**src/rtl/booth_mul_ctrl.sv**
```systemverilog
// Signed radix-2 Booth multiplier sequencer: HI:LO = multiplicand * multiplier.
// Latency: WIDTH clocks from accepted in_start to the out_done pulse, then one DONE cycle.
// Backpressure: none; in_start is only sampled in IDLE and ignored while RUN or DONE.

// (W)-bit adder shared by every Booth iteration; carry-out is not needed
// because the accumulator is already one bit wider than the operands.
module booth_mul_add #(
  parameter int W = 33
) (
  input  logic [W-1:0] a,
  input  logic [W-1:0] b,
  input  logic         cin,
  output logic [W-1:0] sum
);

  // Single carry-propagate add with carry-in used for the two's-complement subtract.
  assign sum = a + b + W'(cin);

endmodule

module booth_mul_ctrl #(
  parameter int WIDTH = 32
) (
  input  logic             clk,
  input  logic             clr,
  input  logic             in_start,
  input  logic [WIDTH-1:0] in_multiplicand,
  input  logic [WIDTH-1:0] in_multiplier,
  output logic             out_busy,
  output logic             out_done,
  output logic [WIDTH-1:0] out_HI,
  output logic [WIDTH-1:0] out_LO
);

  localparam int CW = (WIDTH > 1) ? $clog2(WIDTH) : 1;

  typedef enum logic [1:0] {
    S_IDLE = 2'd0,
    S_RUN  = 2'd1,
    S_DONE = 2'd2
  } state_t;

  state_t           state_q, state_d;
  logic [WIDTH:0]   m_q, m_d;      // sign-extended multiplicand
  logic [WIDTH:0]   a_q, a_d;      // accumulator, one guard bit wide
  logic [WIDTH-1:0] q_q, q_d;      // multiplier, shifted out LSB first
  logic             qm1_q, qm1_d;  // Booth history bit
  logic [CW-1:0]    cnt_q, cnt_d;
  logic [WIDTH-1:0] hi_q, hi_d;
  logic [WIDTH-1:0] lo_q, lo_d;

  logic [WIDTH:0]   add_b;
  logic             add_cin;
  logic [WIDTH:0]   add_sum;
  logic [WIDTH:0]   a_shift;
  logic [WIDTH-1:0] q_shift;

  // Booth recoding of {Q[0], q_-1}: 01 adds M, 10 subtracts M, 00/11 pass A through.
  always_comb begin
    add_b   = '0;
    add_cin = 1'b0;
    unique case ({q_q[0], qm1_q})
      2'b01:   add_b = m_q;
      2'b10: begin
        add_b   = ~m_q;
        add_cin = 1'b1;
      end
      default: add_b = '0;
    endcase
  end

  booth_mul_add #(.W(WIDTH + 1)) u_add (
    .a   (a_q),
    .b   (add_b),
    .cin (add_cin),
    .sum (add_sum)
  );

  // Arithmetic right shift of {S, Q, q_-1}; the sign bit of S is replicated.
  always_comb begin
    a_shift = {add_sum[WIDTH], add_sum[WIDTH:1]};
    q_shift = {add_sum[0], q_q[WIDTH-1:1]};
  end

  // Sequencer next-state: capture in IDLE, one Booth step per clock in RUN,
  // publish the product on the last step, then a single DONE cycle.
  always_comb begin
    state_d = state_q;
    m_d     = m_q;
    a_d     = a_q;
    q_d     = q_q;
    qm1_d   = qm1_q;
    cnt_d   = cnt_q;
    hi_d    = hi_q;
    lo_d    = lo_q;

    unique case (state_q)
      S_IDLE: begin
        if (in_start) begin
          m_d     = {in_multiplicand[WIDTH-1], in_multiplicand};
          a_d     = '0;
          q_d     = in_multiplier;
          qm1_d   = 1'b0;
          cnt_d   = '0;
          state_d = S_RUN;
        end
      end
      S_RUN: begin
        a_d   = a_shift;
        q_d   = q_shift;
        qm1_d = q_q[0];
        cnt_d = cnt_q + 1'b1;
        if (cnt_q == CW'(WIDTH - 1)) begin
          hi_d    = a_shift[WIDTH-1:0];
          lo_d    = q_shift;
          state_d = S_DONE;
        end
      end
      S_DONE: begin
        state_d = S_IDLE;
      end
      default: begin
        state_d = S_IDLE;
      end
    endcase
  end

  // State and datapath registers with synchronous active-low clear.
  always_ff @(posedge clk) begin
    if (!clr) begin
      state_q <= S_IDLE;
      m_q     <= '0;
      a_q     <= '0;
      q_q     <= '0;
      qm1_q   <= 1'b0;
      cnt_q   <= '0;
      hi_q    <= '0;
      lo_q    <= '0;
    end else begin
      state_q <= state_d;
      m_q     <= m_d;
      a_q     <= a_d;
      q_q     <= q_d;
      qm1_q   <= qm1_d;
      cnt_q   <= cnt_d;
      hi_q    <= hi_d;
      lo_q    <= lo_d;
    end
  end

  // Status flags decode directly from the registered state.
  always_comb begin
    out_busy = (state_q == S_RUN);
    out_done = (state_q == S_DONE);
    out_HI   = hi_q;
    out_LO   = lo_q;
  end

endmodule
```
**config.mk**
```make
export PLATFORM = sky130hd
export DESIGN_NAME = booth_mul_ctrl
export DESIGN_NICKNAME = d
export VERILOG_FILES = /design/src/rtl/booth_mul_ctrl.sv
export SDC_FILE = /design/constraint.sdc
export NUM_CORES = 1
export LEC_CHECK = 0
export CAP_MARGIN = 5
export CORE_UTILIZATION = 54
export DETAILED_ROUTE_END_ITERATION = 10
export PLACE_DENSITY = 0.8
export SLEW_MARGIN = 20
export SYNTH_ARGS = -nofsm -noshare
export SYNTH_HDL_FRONTEND = slang
export SYNTH_HIERARCHICAL = 1
export SYNTH_SLANG_ARGS = --single-unit
```
**constraint.sdc**
```tcl
create_clock -name clk -period 4.9 [get_ports clk]
set_input_delay 0.98 -clock clk [delete_from_list [all_inputs] [get_ports clk]]
set_output_delay 0.98 -clock clk [all_outputs]
set_load 0.03 [all_outputs]
```
==> results of run 1 <==
==> final timing paths <==
path	from	to	slack, ps	depth (start not counted)
max	qm1_q	a_q[28]	1290	13
min	a_q[20]	a_q[20]	470	2
max reg2reg	qm1_q	a_q[28]	1290	13
min reg2reg	a_q[20]	a_q[20]	470	2
==> metrics by stage <==
step	worst slack (ps)	power, mW	cell area [um^2]	hold slack [ps]	std cells
finish	1290	3.41	10100	472	1310
global route	754	3.55	10100	489	1310
CTS	1290	3.42	10100	472	1310
detailed placement	1320	1.95	9480	463	1278
global placement	1370	1.94	9480	457	1278
floorplan	1230	1.81	8200	441	1028
==> metal layers <==
layer  up-vias  GRT usage [%]  share of wire, %
met5         -              0                 0
met4         0           8.25               1.3
met3        25           4.92               5.6
met2       266           44.4                47
met1      3613           35.9                46
li1       3795              -                 -
==> placed cells by master (no fill, tap or decap), types with 5 or more instances in the layout <==
cell,Yosys,routed
and3_1,8,7
nor2b_1,5,5
nor2_1,53,53
nand2_1,244,244
o21ai_0,78,78
clkdlybuf4s50_1,0,132
a31oi_1,39,39
bufinv_16,0,5
xor2_1,14,14
inv_1,8,8
clkbuf_16,0,17
ha_1,33,33
a21o_1,17,17
buf_4,3,8
a22o_1,64,64
o21a_1,5,5
dfxtp_1,168,167
a211oi_1,5,5
a21oi_1,97,97
xnor2_1,16,16
nand3_1,42,42
==> where the power goes <==
group,leakage (nW),total (mW),internal [mW],switching [mW]
Combinational,2.32,0.469,0.177,0.293
Sequential,1.37,1.47,1.42,0.0439
Clock,0.302,1.48,0.911,0.565
==> registers in the layout, indices dropped and copies added, names as in the netlist <==
name	count
out_HI	32
a_q	32
out_LO	32
qm1_q	1
state_q	2
q_q	32
m_q	32
cnt_q	5
==> critical path: stages, from the launching register on <==
cell	delay [ps]
dfxtp_2	340
buf_4	470
nand2_1	90
o21ai_0	310
ha_1	310
a211oi_1	280
nor4_1	120
nor4_1	510
o21ai_1	210
a21oi_1	300
o21ai_0	150
xor2_1	210
nand2_1	70
a21oi_1	140
==> synthesized netlist by cell type (2+ instances only) <==
master    number  area (um^2)
nor4_1         3         18.8
nor2b_1        5         31.3
a21oi_4        2         32.5
dfxtp_1      168         3360
buf_4          3         22.5
o21ai_0       78          390
xor2_1        14          123
a211oi_1       5         37.5
o31ai_1        4         30.0
o21a_1         5         37.5
a21o_1        17          128
a31oi_1       39          244
a22o_1        64          561
a21oi_2        2         17.5
and3_1         8         50.1
buf_2         15         75.1
xnor2_1       16          140
o21bai_1       4         30.0
nor2_1        53          199
o21ai_1        2         10.0
nor3_1         4         20.0
and2_1         2         12.5
a21oi_1       97          485
clkbuf_1      49          184
inv_1          8         30.0
o211ai_1       2         15.0
nand4_1        4         25.0
fa_1           2         40.0
nand2_1      244          916
o211a_1        2         20.0
buf_6          7         78.8
ha_1          33          413
nand3_1       42          210
nand2b_1       2         12.5
==> kinds of logic after synthesis <==
| logic type | share of synthesized area (%) |
|---|---|
| AOI/OAI and AO/OA | 26.3 |
| adders and majority gates | 5.52 |
| xor gates and xnor gates | 3.20 |
| DFF | 41.0 |
| muxes | 0.137 |
| and+or+nand+nor | 18.9 |
| buffers and inverters | 4.93 |
==> final cells by class <==
cell class              instances  area share, %
clock buffers                  19           4.27
repair buffers                141           13.8
flip-flops and latches        168           33.2
clock inverters                13           2.15
multi-input cells             775           43.9
well taps                     184           2.27
inverters                      10          0.395
==> impl_metrics.env, run 1 <==
export IMPL_number_of_global_route_vias_before_repair=7053
export IMPL_finalSetupViolCount=0
export IMPL_antenna_found_initial=0
export IMPL_timing_hold_worst_class="reg -> reg"
export IMPL_vias_per_cell=5.88
export IMPL_ctsLongestPathBuffers=2
export IMPL_hold_violation_total_from_the_final_report=0
export IMPL_synth_edf_count=0
export IMPL_finish_net_count=1215
export IMPL_rsz0062_at_grt="no"
export IMPL_grt_start_max_net_pins=74
export IMPL_row_count=44
export IMPL_fmax_mhz=277
export IMPL_yosysWarningCount=6
export IMPL_type_of_the_worst_setup_path="reg -> reg"
export IMPL_period_minus_slack_ps=3610
export IMPL_timing_slew_headroom_pct=32.8
export IMPL_finalMaxSlewViolations=0
export IMPL_postLayoutCoreUtil_pct=69.0
export IMPL_synthToLayoutAreaGrowth_pct=23.6
export IMPL_avgRoutedWirePerCell_um=16.1
export IMPL_filler_cell_count=1200
export IMPL_syn_nets=1130
export IMPL_synthesis_area_um2=8200
export IMPL_number_of_iterations_in_the_first_detailed_routing_pass=8
export IMPL_power_ir_vdd_worst_mv=0.266
export IMPL_n_antenna_cell=0
export IMPL_min_period_over_period_pct=73.6
export IMPL_dr_first_iter_drc_count=552
export IMPL_synth_top_flop_cell="dfxtp_1"
export IMPL_drc_errors=13
export IMPL_vias=7699
export IMPL_fin_worst_skew_ps=8.06
export IMPL_synth_area_per_cell_um2=7.98
export IMPL_crit_path_max_fanout=62
export IMPL_ioPinCount=133
export IMPL_number_of_sinks_handled_by_clock_tree_synthesis=168
export IMPL_overall_global_routing_usage_pct=26.9
export IMPL_floorplan_die_width_um=125
export IMPL_cts_tree="yes"
export IMPL_setup_tns_final_ps=0
export IMPL_sort_of_element_at_the_start_of_the_critical_path="flop"
export IMPL_root_buffer="clkbuf_16"
export IMPL_synthArstFlopShare_pct=0
export IMPL_cells_after_synth=1028
export IMPL_regArea_um2=3360
export IMPL_detail_route_wirelength_mm=21.1
export IMPL_cellPowerDensity_nw_per_um2=336
export IMPL_detail_route_antenna_nets=0
export IMPL_post_cts_setup_buffers=0
export IMPL_violations="design-rule violations"
export IMPL_die_area_um2=15700
export IMPL_grt_ovfl_total=0
export IMPL_global_route_wire_length_before_repair_mm=34.5
export IMPL_synth_cell_type_count=57
export IMPL_dieHeight_um=125
export IMPL_maxCapViolCount=0
export IMPL_ys_ff_latch=168
export IMPL_worst_setup_hold_path_clk_slew_ps=60
export IMPL_multi_input_comb_area_um2=4450
export IMPL_clock_latency_ps=430
export IMPL_io_buffer_count=132
export IMPL_core_region_area_um2=14700
export IMPL_postCtsHoldBufs=0
export IMPL_gp_congestion=0.923
export IMPL_status="complete, but fails checks"
export IMPL_timing_worst_slew_pin_value_ps=1010
export IMPL_cp_arrival_ps=3960
export IMPL_ys_seq_area_share_pct=41.0
export IMPL_cts_htree_levels=4
export IMPL_cts_buffers=17
export IMPL_hpwl_mm=13.5
export IMPL_timing_critical_path_required_ps=5250
export IMPL_end_kind="flop"
export IMPL_drive_above_1_share_pct=5.06
export IMPL_post_cts_resized_instances=0
export IMPL_power_leakage_nw=3.99
export IMPL_initial_utilization_pct=55.8
(Power assumes the default switching activity.)
==> run 2, diff against run 1 <==
==> constraint.sdc (replaced) <==
create_clock -name clk -period 3.4 [get_ports clk]
set_input_delay 0.68 -clock clk [delete_from_list [all_inputs] [get_ports clk]]
set_output_delay 0.68 -clock clk [all_outputs]
set_load 0.03 [all_outputs]
==> run 2 against run 1 <==
  * The flow still finishes with violations (design-rule violations)
  * Global-route usage rose by 0.77 points
  * Via count grew 0.55%
  * Critical path depth did not move
  * Largest cell class unchanged
  * Largest power group is now registers
==> impl_metrics.env, run 2 (synthesized netlist as in run 1, its figures left out) <==
export IMPL_most_frequent_cells_in_the_layout="nand2_1, dfxtp_1, clkdlybuf4s50_1, a21oi_1, o21ai_0"
export IMPL_min_period_over_period_pct=95.1
export IMPL_finalMaxSlewViolations=0
export IMPL_filler_cell_count=1187
export IMPL_detail_route_wirelength_mm=21.6
export IMPL_overall_global_routing_usage_pct=27.7
export IMPL_die_area_um2=15700
export IMPL_timing_slew_headroom_pct=47.1
export IMPL_share_clk_of_total_power_pct=40.6
export IMPL_global_route_wire_length_before_repair_mm=35.2
export IMPL_row_count=44
export IMPL_power_ir_vdd_worst_mv=0.384
export IMPL_timing_hold_worst_class="reg -> reg"
export IMPL_io_buffer_count=132
export IMPL_n_antenna_cell=0
export IMPL_timing_critical_path_required_ps=3750
export IMPL_grt_start_max_net_pins=72
export IMPL_switchingPower_mw=1.35
export IMPL_avgRoutedWirePerCell_um=16.3
export IMPL_internal_power_mw=3.39
export IMPL_postCtsHoldBufs=0
export IMPL_vias=7741
export IMPL_end_kind="flop"
export IMPL_cts_htree_levels=4
export IMPL_finish_net_count=1229
export IMPL_drive_above_1_share_pct=6.93
export IMPL_drc_errors=13
export IMPL_final_common_cell="nand2_1"
export IMPL_floorplan_die_width_um=125
export IMPL_crit_chain="buf_6, nand2_1, o21ai_0, ha_1, o21ai_0, nor4_2, or3_4, a21oi_4, a31oi_1, a31oi_1, xnor2_1, nand2_1, a21oi_1"
export IMPL_cp_arrival_ps=3590
export IMPL_timing_critical_path_max_delay_family="compound AO/OA/AOI/OAI gates"
export IMPL_crit_path_max_fanout=19
export IMPL_core_region_area_um2=14700
export IMPL_timing_worst_slew_pin_value_ps=793
export IMPL_vias_per_cell=5.85
export IMPL_crit_slowest_cell="or3_4"
export IMPL_sort_of_element_at_the_start_of_the_critical_path="flop"
export IMPL_violations="design-rule violations"
export IMPL_worst_setup_hold_path_clk_slew_ps=70
export IMPL_power_share_combinational_pct=14.9
export IMPL_finalSetupViolCount=0
export IMPL_finalHoldWorstSlack_ps=470
export IMPL_maxCapViolCount=0
export IMPL_number_of_sinks_handled_by_clock_tree_synthesis=168
export IMPL_type_of_the_worst_setup_path="reg -> reg"
export IMPL_root_buffer="clkbuf_16"
export IMPL_grt_ovfl_total=0
export IMPL_cts_tree="yes"
export IMPL_detail_route_antenna_nets=0
export IMPL_cts_buffers=17
export IMPL_power_leakage_nw=4.05
export IMPL_hold_violation_total_from_the_final_report=0
export IMPL_path_buf_inv=1
export IMPL_number_of_global_route_vias_before_repair=7104
export IMPL_hpwl_mm=14.2
export IMPL_fin_worst_skew_ps=7.31
export IMPL_rsz0062_at_grt="no"
export IMPL_initial_utilization_pct=55.8
export IMPL_antenna_found_initial=0
export IMPL_clock_latency_ps=430
export IMPL_finalPower_mw=4.74
export IMPL_gp_congestion=0.940
export IMPL_status="complete, but fails checks"
export IMPL_setup_tns_final_ps=0
export IMPL_dr_first_iter_drc_count=655
export IMPL_ioPinCount=133
export IMPL_period_minus_slack_ps=3230
export IMPL_ctsLongestPathBuffers=2
export IMPL_power_switching_fraction_pct=28.6
export IMPL_cellPowerDensity_nw_per_um2=464
export IMPL_seq_power_share_pct=44.5
export IMPL_dieHeight_um=125
export IMPL_fmax_mhz=309
export IMPL_synthToLayoutAreaGrowth_pct=24.6
export IMPL_slowest_delay_ps=420
export IMPL_number_of_iterations_in_the_first_detailed_routing_pass=9
## run 2: per-stage QoR
stage	worst slack (ps)	utilization, %	std cells	instance area [um^2]
floorplan	55.5	-	1028	8210
global placement	252	65.3	1292	9600
detailed placement	226	65.3	1292	9600
CTS	188	69.3	1324	10200
global route	3.45	69.5	1324	10200
finish	165	69.5	1324	10200
## run 2: tightest hold or removal path: stages (launching register included)
cell and delay, ps:
dfxtp_1 320, nand2_1 50, a21oi_1 50
## run 2: cell type report
class                   count  area (um^2)  share of cell area, %
multi-input cells         775         4470                   43.7
flip-flops and latches    168         3360                   32.9
clock inverters            13          131                   1.29
inverters                  10         40.0                  0.392
repair buffers            155         1530                   15.0
well taps                 184          230                   2.25
clock buffers              19          453                   4.43
## run 2: metal layers
metal  vias to the layer above  GRT usage [%]  part of all wire, %
li1                       3817              -                    -
met1                      3610           36.6                   46
met2                       283           45.6                   46
met3                        31           5.26                  6.1
met4                         0           8.90                  1.8
met5                         -              0                    0
## run 2: worst paths after layout
| check | from | endpoint | slack [ps] | cells past startpoint |
|---|---|---|---|---|
| setup reg to reg | qm1_q | a_q[30] | 170 | 13 |
| hold / removal | m_q[15] | m_q[15] | 470 | 2 |
| setup / recovery | qm1_q | a_q[30] | 170 | 13 |
| hold reg to reg | m_q[15] | m_q[15] | 470 | 2 |
## run 2: power by group through the flow
| stage | logic [mW] | registers (mW) | clock network [mW] |
|---|---|---|---|
| floorplan | 0.475 | 2.13 | 0 |
| global placement | 0.678 | 2.15 | 0 |
| detailed placement | 0.685 | 2.15 | 0 |
| CTS | 0.695 | 2.11 | 1.94 |
| global route | 0.782 | 2.12 | 2.03 |
| finish | 0.707 | 2.11 | 1.93 |
## run 2: repair_timing
action | 4_1_cts | 5_1_grt
resized for setup | 0 | 7
setup endpoints to repair | 0 | 5
hold endpoints to repair | 0 | 0
setup buffers | 0 | 0
